### config.mk
export PLATFORM = sky130hd
export DESIGN_NAME = llc_stats
export DESIGN_NICKNAME = d
export VERILOG_FILES = /design/src/rtl/llc_stats.sv
export SDC_FILE = /design/constraint.sdc
export NUM_CORES = 1
export LEC_CHECK = 0
export CAP_MARGIN = 0
export CORE_UTILIZATION = 48
export CTS_CLUSTER_DIAMETER = 60
export DETAILED_ROUTE_END_ITERATION = 6
export HOLD_SLACK_MARGIN = 0.06
export MAX_ROUTING_LAYER = met4
export PLACE_DENSITY = 0.73
export SYNTH_ARGS = -nofsm -noshare
export SYNTH_HDL_FRONTEND = slang
export SYNTH_SLANG_ARGS = --single-unit
export TNS_END_PERCENT = 50
### constraint.sdc
create_clock -name clk -period 5.76 [get_ports clk]
set_input_delay 1.152 -clock clk [delete_from_list [all_inputs] [get_ports clk]]
set_output_delay 1.152 -clock clk [all_outputs]
set_load 0.01 [all_outputs]
### src/rtl/llc_stats.sv
// LLC access statistics: saturating read/write/hit/miss counters plus an optional
// hit-ratio divider, compiled in only when LLC_STATS_RATIO_EN is defined.
module llc_stats #(
    parameter int CNT_W   = 32,
    parameter int CMDSIZE = 4
) (
    input  logic               clk,
    input  logic               rst_n,
    input  logic               acc_valid,
    input  logic [CMDSIZE-1:0] acc_cmd,
    input  logic               acc_hit,
    input  logic               clr,
    input  logic               ratio_req,
    output logic [CNT_W-1:0]   reads,
    output logic [CNT_W-1:0]   writes,
    output logic [CNT_W-1:0]   hits,
    output logic [CNT_W-1:0]   misses,
    output logic               sat,
    output logic               ratio_busy,
    output logic               ratio_valid,
    output logic [13:0]        ratio_pct
);

    logic is_rd;
    logic is_wr;
    logic is_acc;
    logic inc_rd;
    logic inc_wr;
    logic inc_hit;
    logic inc_miss;
    logic hit_sat;

    // Only commands 0..2 are real data accesses; everything else is trace noise.
    always_comb begin
        is_rd    = (acc_cmd == CMDSIZE'(0)) || (acc_cmd == CMDSIZE'(2));
        is_wr    = (acc_cmd == CMDSIZE'(1));
        is_acc   = acc_valid && !clr && (is_rd || is_wr);
        inc_rd   = is_acc && is_rd;
        inc_wr   = is_acc && is_wr;
        inc_hit  = is_acc && acc_hit;
        inc_miss = is_acc && !acc_hit;
        hit_sat  = (inc_rd && (&reads)) || (inc_wr && (&writes)) ||
                   (inc_hit && (&hits)) || (inc_miss && (&misses));
    end

    always_ff @(posedge clk or negedge rst_n) begin
        if (!rst_n) begin
            reads  <= '0;
            writes <= '0;
            hits   <= '0;
            misses <= '0;
            sat    <= 1'b0;
        end else if (clr) begin
            reads  <= '0;
            writes <= '0;
            hits   <= '0;
            misses <= '0;
            sat    <= 1'b0;
        end else begin
            if (inc_rd && !(&reads))
                reads <= reads + CNT_W'(1);
            if (inc_wr && !(&writes))
                writes <= writes + CNT_W'(1);
            if (inc_hit && !(&hits))
                hits <= hits + CNT_W'(1);
            if (inc_miss && !(&misses))
                misses <= misses + CNT_W'(1);
            if (hit_sat)
                sat <= 1'b1;
        end
    end

`ifdef LLC_STATS_RATIO_EN
    // state | meaning
    // IDLE  | waiting for ratio_req
    // LOAD  | snapshot N = hits*10000 and D = hits+misses
    // DIV   | restoring division, one quotient bit per cycle
    // DONE  | ratio_pct published, ratio_valid high for this cycle
    localparam int QW = CNT_W + 14;
    localparam int DW = CNT_W + 1;
    localparam int BW = $clog2(QW);
    localparam logic [QW-1:0] SCALE    = QW'(10000);
    localparam logic [BW-1:0] LAST_BIT = BW'(QW - 1);

    typedef enum logic [1:0] {IDLE, LOAD, DIV, DONE} div_state_t;

    div_state_t    state;
    logic [QW-1:0] quo;
    logic [DW-1:0] den;
    logic [DW-1:0] rem;
    logic [BW-1:0] bit_cnt;
    logic [QW-1:0] n_load;
    logic [DW-1:0] d_load;
    logic [DW:0]   rem_sh;
    logic [DW-1:0] rem_sub;
    logic          take;

    // quo doubles as the dividend shift register: numerator bits leave at the top
    // while quotient bits enter at the bottom.
    always_comb begin
        n_load  = QW'(hits) * SCALE;
        d_load  = DW'(hits) + DW'(misses);
        rem_sh  = {rem, quo[QW-1]};
        take    = (rem_sh >= {1'b0, den});
        rem_sub = DW'(rem_sh - {1'b0, den});
    end

    always_ff @(posedge clk or negedge rst_n) begin
        if (!rst_n) begin
            state       <= IDLE;
            quo         <= '0;
            den         <= '0;
            rem         <= '0;
            bit_cnt     <= '0;
            ratio_busy  <= 1'b0;
            ratio_valid <= 1'b0;
            ratio_pct   <= '0;
        end else if (clr) begin
            state       <= IDLE;
            ratio_busy  <= 1'b0;
            ratio_valid <= 1'b0;
            ratio_pct   <= '0;
        end else begin
            ratio_valid <= 1'b0;
            case (state)
                IDLE, DONE: begin
                    if (ratio_req) begin
                        state      <= LOAD;
                        ratio_busy <= 1'b1;
                    end else begin
                        state <= IDLE;
                    end
                end
                LOAD: begin
                    quo     <= n_load;
                    den     <= d_load;
                    rem     <= '0;
                    bit_cnt <= LAST_BIT;
                    if (d_load == '0) begin
                        state       <= DONE;
                        ratio_busy  <= 1'b0;
                        ratio_valid <= 1'b1;
                        ratio_pct   <= '0;
                    end else begin
                        state <= DIV;
                    end
                end
                DIV: begin
                    quo <= {quo[QW-2:0], take};
                    rem <= take ? rem_sub : rem_sh[DW-1:0];
                    if (bit_cnt == '0) begin
                        state       <= DONE;
                        ratio_busy  <= 1'b0;
                        ratio_valid <= 1'b1;
                        ratio_pct   <= {quo[12:0], take};
                    end else begin
                        bit_cnt <= bit_cnt - BW'(1);
                    end
                end
                default: state <= IDLE;
            endcase
        end
    end
`else
    // Without the divider a request is simply acknowledged on the next cycle.
    always_ff @(posedge clk or negedge rst_n) begin
        if (!rst_n)
            ratio_valid <= 1'b0;
        else
            ratio_valid <= ratio_req && !clr;
    end

    assign ratio_busy = 1'b0;
    assign ratio_pct  = '0;
`endif

endmodule
== After elaboration in Yosys (flattened, before gate mapping) ==
Index checks and enable logic that the tools add are counted.

* Flip-flop bits (word level): 130
* Input bits: 10
* Output and inout port bits: 145
* Word-level logic and storage cells: 58

* Add/sub/neg operators: 4
* Equality and inequality tests: 2
* Multiplexer cells: 10
* Reduce and logical (&&, ||, !) cells: 36

{| class="wikitable"
|+ Operators by type and width
! cell !! number
|-
| $mux 32 || 8
|-
| $add 32x1->32 const B || 4
|-
| $reduce_and 32->1 || 4
|-
| $logic_and 1x1->1 || 15
|-
| $reduce_bool 2->1 || 5
|-
| $logic_not 1->1 || 6
|-
| $logic_or 1x1->1 || 5
|-
| $eq 4x1->1 const B || 1
|-
| $eq 4x2->1 const B || 1
|-
| $logic_not 4->1 || 1
|-
| $mux 1 || 2
|}

== Longest topological paths before layout ==
Gate-level depths: netlist (run 1).

* Depth in word-level cells: 11
* Mapped depth: 10
* Depth with buffers taken out: 6

== Worst setup path after synthesis (run 1) ==
Ideal clock, no wire load.

* Path type: input to register
* Start: input port clr
* End: register reads[21]
* Setup time: 0.125 ns
* Data arrival time: 3.191 ns
* Data required time: 5.635 ns
* Path slack: 2.445 ns
* Stages: 8
* Path buffers: 3
* Cell sequence: buf_6 > or4b_1 > buf_2 > nor3_2 > nand2_1 > clkbuf_1 > a2111oi_0 > mux2_2

* Cells in the longest elaborated chain, start to end: 6
* Elaborated cells between the ends (all ways): 7
* Those cells by class: mux: 1; reduce/logical: 6

{| class="wikitable"
|+ Ends and longest elaborated chain
! element !! line !! source
|-
| from (decl) || 12 || <nowiki>input logic clr,</nowiki>
|-
| $logic_not 1->1 || 37 || <nowiki>is_acc = acc_valid && !clr && (is_rd || is_wr);</nowiki>
|-
| $logic_and 1x1->1 (2 in series) || 37 ||
|-
| $logic_and 1x1->1 || 38 || <nowiki>inc_rd = is_acc && is_rd;</nowiki>
|-
| $logic_and 1x1->1 || 60 || <nowiki>if (inc_rd && !(&reads))</nowiki>
|-
| $reduce_bool 2->1 (no line) || n/a ||
|-
| to (signal assigned) || 61 || <nowiki>reads <= reads + CNT_W'(1);</nowiki>
|-
| to (decl) || 14 || <nowiki>output logic [CNT_W-1:0] reads,</nowiki>
|}

Several ways; a longest one is shown, not always the timed one.
A chain may end at the register's enable or synchronous reset.

== Worst setup path in the final report (run 1) ==
* Start: input port acc_cmd[0]
* End: register hits[26]

* Cells in the longest elaborated chain, start to end: 7
* Elaborated cells between the ends (all ways): 9
* Those cells by class: eq/ne: 2; reduce/logical: 7

{| class="wikitable"
|+ Ends and longest elaborated chain
! element !! line !! source
|-
| from (decl) || 10 || <nowiki>input logic [CMDSIZE-1:0] acc_cmd,</nowiki>
|-
| $eq 4x2->1 or $logic_not 4->1 (tied branches) || 35 || <nowiki>is_rd = (acc_cmd == CMDSIZE'(0)) || (acc_cmd == CMDSIZE'(2));</nowiki>
|-
| $logic_or 1x1->1 || 35 ||
|-
| $logic_or 1x1->1 * || 37 ||
|-
| $logic_and 1x1->1 * || 37 ||
|-
| $logic_and 1x1->1 * || 40 || <nowiki>inc_hit = is_acc && acc_hit;</nowiki>
|-
| $logic_and 1x1->1 * || 64 || <nowiki>if (inc_hit && !(&hits))</nowiki>
|-
| $reduce_bool 2->1 (no line) * || n/a ||
|-
| to (signal assigned) || 65 || <nowiki>hits <= hits + CNT_W'(1);</nowiki>
|-
| to (decl) || 16 || <nowiki>output logic [CNT_W-1:0] hits,</nowiki>
|}

Mark *: on every way between the ends. The rest lies on a longest branch, timed or not.

==> results of run 1 <==
## how the worst max path moves through the flow
stage | slack (ns) | to | start
6_report | 1.99 | hits[26] | acc_cmd[0]
3_5_place_dp | 1.59 | hits[28] | acc_cmd[0]
4_1_cts | 2.00 | hits[26] | acc_cmd[0]
3_3_place_gp | 1.65 | hits[28] | acc_cmd[0]
2_1_floorplan | 2.44 | reads[21] | clr
5_1_grt | 1.80 | reads[19] | clr
## flip-flops by register name, summed over array words and instances (netlist names)
register	flops
hits	32
writes	32
misses	32
sat	1
reads	32
ratio_valid	1
## worst max-delay path: cells and delay by family
kind / cells / cell delay, ns
muxes: 1 / 0.37
AOI/OAI and AO/OA: 1 / 0.71
buffers and inverters: 1 / 0.52
and+or+nand+nor: 3 / 1.32
## synthesized netlist by cell type (7+ instances only)
cell type and n:
sky130_fd_sc_hd__dfrtp_1 130, sky130_fd_sc_hd__a21oi_1 83, sky130_fd_sc_hd__nand2_1 58, sky130_fd_sc_hd__nand3_1 53
sky130_fd_sc_hd__nor2_1 53, sky130_fd_sc_hd__or3_1 52, sky130_fd_sc_hd__o21ai_0 49, sky130_fd_sc_hd__clkbuf_1 37
sky130_fd_sc_hd__or4_1 32, sky130_fd_sc_hd__nand4_1 28, sky130_fd_sc_hd__o31ai_1 28, sky130_fd_sc_hd__nor2b_1 19
sky130_fd_sc_hd__mux2_2 18, sky130_fd_sc_hd__and3_1 17, sky130_fd_sc_hd__buf_4 15, sky130_fd_sc_hd__xnor2_1 15
sky130_fd_sc_hd__and4_1 14, sky130_fd_sc_hd__inv_1 14, sky130_fd_sc_hd__nor4_1 14, sky130_fd_sc_hd__nor3_1 13
sky130_fd_sc_hd__a211oi_1 9, sky130_fd_sc_hd__o41ai_1 7
## per-stage QoR
step	instance area [µm²]	worst slack [ns]
2_1_floorplan	7402	2.445
3_3_place_gp	8815	1.646
3_5_place_dp	8815	1.585
4_1_cts	9390	1.997
5_1_grt	9390	1.795
6_report	9390	1.988
## power by group through the flow
stage	combinational [µW]	clock, µW	sequential [µW]
3_5_place_dp	64.3	0	932
5_1_grt	71.3	1130	915
3_3_place_gp	64.1	0	932
4_1_cts	64.7	1090	916
6_report	62.8	1070	916
2_1_floorplan	36.0	0	932
## cell families (layout without fill, tap and decap cells)
group / Yosys count / after routing / synth area share [%]
muxes: 18 / 18 / 2.758
other: 1 / 15 / 0.05102
xor gates and xnor gates: 19 / 19 / 2.264
adders and majority gates: 4 / 4 / 0.6810
and+or+nand+nor: 377 / 377 / 28.89
buffers and inverters: 68 / 191 / 4.358
DFF: 130 / 130 / 44.26
AOI/OAI and AO/OA: 204 / 204 / 16.73
## layer usage
layer | routed length, µm | part of all wire, % | vias up
li1 | - | - | 3333
met1 | 9011 | 48 | 3369
met2 | 8773 | 46 | 264
met3 | 1003 | 5.3 | 18
met4 | 160 | 0.84 | 0
met5 | 0 | 0 | -
## cell type report
type | instances | area, µm²
clock inverters | 13 | 142.6
clock buffers | 19 | 432.9
inverters | 14 | 52.55
fillers | 1250 | 5364
repair buffers | 145 | 1431
well taps | 184 | 230.2
flip-flops and latches | 130 | 3253
multi-input cells | 637 | 3847
==> run summary, run 1 <==
The count of antenna diodes in the layout was 0; the cell-internal power was 1599 µW. For this run, global-route usage on met3 was measured as 4.376%. The tree is rooted in a sky130_fd_sc_hd__clkbuf_16.

The logs give 17 for the CTS buffer count and 0 for the buffer count from post-CTS setup fixing. VDD sags by at most 0.1980 mV. After clock tree synthesis, the clock-pin slew on the worst setup and hold paths is 0.05 ns.

For this run, the detailed router's first-pass iteration total came to 5. The power density over the cells came out at 218.0 mW/mm². The worst path uses 65.49% of the clock period. Start point of the worst hold path: reads[17]. Most used flip-flop cell after synthesis: sky130_fd_sc_hd__dfrtp_1. The endpoint identified for the worst register-to-register timing path is reads[29]. The initial antenna violation count is 0.

Registers are responsible for 44.7% of the overall power. The total negative slack is 0 ns, and the transition at the pin with the smallest max-transition slack is 1.217 ns. The per-instance average area after synthesis works out to 8.952 µm². The logs give 6,038 for the number of global-route vias before repair and 0.003425 µW for the leakage power.

By area the synthesized netlist is led by sky130_fd_sc_hd__dfrtp_1, sky130_fd_sc_hd__a21oi_1, sky130_fd_sc_hd__or3_1, sky130_fd_sc_hd__nand3_1, sky130_fd_sc_hd__o21ai_0. The layer flagged by global routing as most heavily used is met2. The tightest min-delay check is of the reg2reg type.

Final number of max-transition violations: 0. The hold violation count in the final report was 0; the total global-route track usage was 25.04%. The path depth of the worst reg2reg path works out to 7.

The hold-critical path endpoint was reads[17]. The flow ran to the end, and the final reports show no timing, DRC or antenna violations. The sequential-to-total area share from yosys stat was 44.26%; the die footprint was 0.01581 mm². The count of flip-flops with a built-in enable after synthesis is 0. The worst setup path is captured at a flip-flop. The met2 layer usage reported by global route was 36.50%. The number of ports placed on the die boundary was 155; the overflow left after global routing was 0. The top cell types in the final layout, fill and taps aside, are sky130_fd_sc_hd__clkdlybuf4s50_1, sky130_fd_sc_hd__dfrtp_1, sky130_fd_sc_hd__a21oi_1. The final critical path time including I/O delays and setup is 3.772 ns.

The proportion of register bits with asynchronous set or reset after synthesis was 100.0%; the area of the mapped netlist was 0.007350 mm². Hold repair after CTS inserted 0 buffers. TritonCTS built the clock tree.

The tools report the final HPWL from detailed placement as 12,960 µm. In the final routed layout, each cell accounts on average for 16.59 µm. The commonest non-fill, non-tap cell in the layout was sky130_fd_sc_hd__clkdlybuf4s50_1. In the routed design, unresolved DRC markers number 0. The count of nets left with antenna violations once routing finished came out at 0.

The worst register-to-register path begins at reads[0]. Excluding fillers, the count of instances in the completed layout stands at 1,142. At the worst endpoint, the arrival time is 4.07 ns. Of the post-synthesis cell area, the dominant cell type holds 44.26%. The worst hold slack came out at 0.5343 ns. For the worst setup path, the data required time is 6.06 ns. Library cell occupying the most area in the post-synthesis netlist: sky130_fd_sc_hd__dfrtp_1. The run gives 0.42 ns as the clock insertion delay at the later pin of the skew report.

The number of stages on the worst hold path works out to 1. The category of the critical setup timing path is in2reg. The tool flagged a number of max-cap violations equal to 0. The first-pass GRT wire length is 31,060 µm, and the quantity of I/O buffers inserted on ports is 139. The worst setup path is launched from an input pin. For the final weighted congestion in routability-driven placement, the log shows 0.8917. Setup repair after global routing left no endpoint under its margin. The total net switching power is 447.8 µW. The number of gates resized after CTS was 0. The average via count per standard cell is 6.116. Measured against its own limit, the worst slew margin works out to 17.87%.

The clock network accounts for 52.2% of the total power. Including well taps, the total number of placed cells is 1,110. Counting flops and latches in the post-synthesis netlist gives 130. The logs give 51 for the number of library cell types mapped by synthesis and 75 for the largest net degree at the start of global routing. Total power for the finished layout comes to 2047 µW. The logs give 3.1% for the part of the power in combinational logic and 2 for the deepest clock path buffer count. Summed over all layers, the routed wires come to 18,950 µm. The total clock sinks came out at 130.

The number of standard cells after synthesis is 821. The slowest stage of the critical path is the sky130_fd_sc_hd__or4_1 cell. For this run, the share of the core covered by cells in the final layout is 63.64%. The share of layout cells above drive strength 1 came out at 7.307%. For the total of warnings raised by yosys, the log shows 0. The core region is 0.01475 mm².

The H-tree level count was 4. The highest cell delay on the worst timing path is 0.74 ns, and the slack of the worst reg-to-reg path is 2.55 ns. The proportion of total power due to net switching came out at 21.87%. Static timing analysis puts the maximum clock frequency at 265.1 MHz. The tools report the final count of negative-setup-slack endpoints as 0. For the final net count, the log shows 959. The run gives 44 as the row count. Once the floorplan was initialized, standard cells occupied 49.81% of the core. Compared with the post-synthesis result, the final layout area differs by 27.77%. The met1 demand-to-capacity share in global routing is 35.89%. The detailed router's first-iteration violation count came out at 534. In this run the horizontal extent of the chip is 125.7 µm. The top fanout value on the critical path came out at 7.

The signal on the critical path passes through clkdlybuf4s50_1, a21boi_0, nand3_1, or4_1, nor3_1, mux2_2. The vertical die dimension is 125.7 µm, and the worst clock skew is 0.005862 ns. The final route contains 6,984 vias.
No activity file was read; power rests on OpenSTA's default activity.
==> inputs of run 2 (changes only) <==
- CORE_UTILIZATION: 48 -> 47
- PLACE_DENSITY: 0.73 -> 0.74
- clock period: 5.76 -> 3.1 ns (I/O delays scaled with it)
==> run 2 against run 1 <==
- sequential power rose by 86%
- setup slack got worse by 1.7 ns
- clock-buffer cell count up 2
- total power increased by 88%
- die area rose by 2.1%
- combinational power grew 100%
- clock skew up 0.0018 ns
- sequential share of layout area down 1.3 points
- critical path type unchanged
- worst hold slack worse by 0.40 ns
- final cell count is 5.7% higher
- critical path depth rose by 1
==> run summary, run 2 (synthesized netlist as in run 1, its figures left out) <==
The run gives 25.24% (+0.20 points) as the total global-route track usage. The detailed-router iteration count before antenna repair is 5 (unchanged), and the final critical path time including I/O delays and setup is 2.765 ns. The slack of the worst reg-to-reg path was 0.61 ns (-1.94 ns). The top cell types in the final layout, fill and taps aside, are sky130_fd_sc_hd__clkdlybuf4s50_1, sky130_fd_sc_hd__dfrtp_1, sky130_fd_sc_hd__a21oi_1. Buffer count from post-CTS setup fixing: 0 (unchanged). The setup path with the least slack is of type in2reg.

Highest cell delay on the worst timing path: 0.56 ns (-0.18 ns). The power density over the cells was 394.5 mW/mm² (+81%). The worst setup path is captured at a flip-flop. The slowest stage of the critical path is the sky130_fd_sc_hd__or4_4 cell. The number of buffer and inverter stages on the critical path is 2 (+1).

Number of max-capacitance violations reported: 0 (unchanged). Kind of cell adding the most delay to the critical path: simple AND/OR/NAND/NOR gates. The leakage power was 0.003609 µW (+5.4%); the share of layout cells above drive strength 1 was 10.84% (+3.5 points). Number of logic stages on the critical path including buffering: 7 (+1). The worst setup path is launched from an input pin. Final HPWL from detailed placement: 13,210 µm (+1.9%). The overflow left after global routing is 0 (unchanged), and the transition at the pin with the smallest max-transition slack is 0.8785 ns (-0.3380 ns). The residual antenna-violating net count after detailed routing was 0 (unchanged).

Growth of design area from synthesis to finish: 32.60%. The path class of the tightest hold or removal check is in2async. The tools report the total clock sinks as 130 (unchanged).

CTS buffer count: 17 (unchanged). The final total power is 3845 µW (+88%). Capture point of the worst path: writes[16]. The tools report the maximum VDD drop as 0.3408 mV (+72%). The run gives 0.007683 ns (+0.001821 ns) as the worst clock skew. The tools report the capturing point of the worst reg2reg path as hits[31]. The tools report the largest net degree at the start of global routing as 81 (+8.0%).

The horizontal die dimension is 127.1 µm (+1.0%). The number of remaining DRC errors was 0 (unchanged); the worst max-slew margin expressed relative to the limit was 41.44% (+24 points). Mean routed wirelength per cell: 15.86 µm (-4.4%). The flow ran to the end, and the final reports show no timing, DRC or antenna violations. The library cell used most frequently in the layout, excluding fill and tap cells, is sky130_fd_sc_hd__clkdlybuf4s50_1. The timing startpoint of the critical path was acc_cmd[3]. Derived from the worst setup path, the maximum achievable clock frequency is 361.6 MHz. Row count: 45 (+2.3%).

The tools report the required time reported for the critical path endpoint as 3.43 ns (-2.63 ns). The tools report the met1 wire length as 9097 µm (+0.95%). For the cell area after layout, the log shows 0.009746 mm² (+3.8%).

Deepest clock path buffer count: 2 (unchanged). Setup repair after global routing left no endpoint under its margin. The final core utilization is 63.87% (+0.23 points). The run gives 0.01614 mm² (+2.1%) as the die footprint.

Number of ports placed on the die boundary: 155 (unchanged). Vertical die dimension: 127.1 µm (+1.0%). The final weighted congestion in routability-driven placement came out at 0.8474 (-5.0%). The count of cells resized by post-cts repair is 0 (unchanged), and the path depth of the worst reg2reg path is 6 (-1). The wire length after detailed routing is 19,140 µm (+1.0%). The average via count per standard cell is 5.886 (-3.8%), and the final clock period utilization by the worst path is 89.21%. The detailed router's first-iteration violation count is 580 (+8.6%). Highest routing layer actually used: met4.

The number of hold buffers added after cts was 0 (unchanged). Traced cell by cell, the critical path runs through clkdlybuf4s50_1, or4b_1, buf_4, or4_4, a21o_1, or4_1, a21oi_1. TritonCTS built the clock tree. The area of the core was 0.01526 mm² (+3.4%). For the initial antenna violation count, the log shows 0 (unchanged). The tools report the final number of max-transition violations as 0 (unchanged). Count of antenna diodes in the layout: 0 (unchanged).

For the length of routed met3 wiring, the log shows 971 µm (-3.2%). The top fanout value on the critical path came out at 10 (+3). The number of global-route vias before repair was 6,347 (+5.1%). The final net count is 997 (+4.0%), and the quantity of I/O buffers inserted on ports is 139 (unchanged).

Clock insertion delay at the later pin of the skew report: 0.42 ns (about the same). The tools report the total via count after detailed routing as 7,104 (+1.7%). The initial cell density of the core came out at 48.17% (-1.6 points). For the hold violation count in the final report, the log shows 0 (unchanged). In this run the critical register-to-register path is launched from hits[0]. The routed length on met2 came out at 8792 µm (+0.22%).

The instance area at placement was 0.009150 mm² (+3.8%). The H-tree level count was 4 (unchanged). The CTS root buffer was sky130_fd_sc_hd__clkbuf_16. The tools report the final count of negative-setup-slack endpoints as 0 (unchanged). The logs give 3.10 ns (-0.97 ns) for the data arrival time at the worst-slack endpoint and 31,820 µm (+2.4%) for the first-pass GRT wire length.

The clock-pin transition on the worst setup and hold timing paths was 0.06 ns (about the same).
==> run 2: worst min-delay path by stage <==
stage	slack, ns	from	endpoint	cells past startpoint
2_1_floorplan	0.32	rst_n	hits[0]	0
3_3_place_gp	0.52	reads[31]	reads[31]	1
3_5_place_dp	0.52	reads[17]	reads[17]	1
4_1_cts	0.15	rst_n	writes[24]	1
5_1_grt	0.17	rst_n	writes[26]	1
6_report	0.14	rst_n	writes[26]	1
==> run 2: stage by stage <==
| step | setup slack, ns | TNS, ns | instances | hold slack [ns] |
|---|---|---|---|---|
| after floorplan | 0.3166 | 0 | 835 | 0.3244 |
| after global placement | -0.02609 | -0.02609 | 1175 | 0.5225 |
| after detailed placement | -0.07881 | -0.6325 | 1175 | 0.5247 |
| after CTS | 0.3512 | 0 | 1207 | 0.1513 |
| after global routing | 0.1956 | 0 | 1207 | 0.1724 |
| final | 0.3346 | 0 | 1207 | 0.1389 |
==> run 2: power by group <==
group / switching (µW) / total [µW] / internal, µW
Sequential: 1.79 / 1700 / 1700
Combinational: 94.0 / 126 / 32.5
Clock: 720 / 2020 / 1300
Total: 816 / 3850 / 3030
==> run 2: routing by layer <==
metal,vias to the layer above,GRT usage (%)
met1,3462,35.48
met4,0,8.824
met5,-,-
met2,213,36.65
li1,3405,-
met3,24,4.564
==> run 2: area by class of cell <==
type / instances / area, µm²
clock inverter: 11 / 135.1
tap: 211 / 264.0
clock buffer: 21 / 460.4
inverter: 14 / 52.55
fill: 1270 / 5513
timing repair buffer: 183 / 1733
sequential: 130 / 3253
multi-input combinational: 637 / 3847
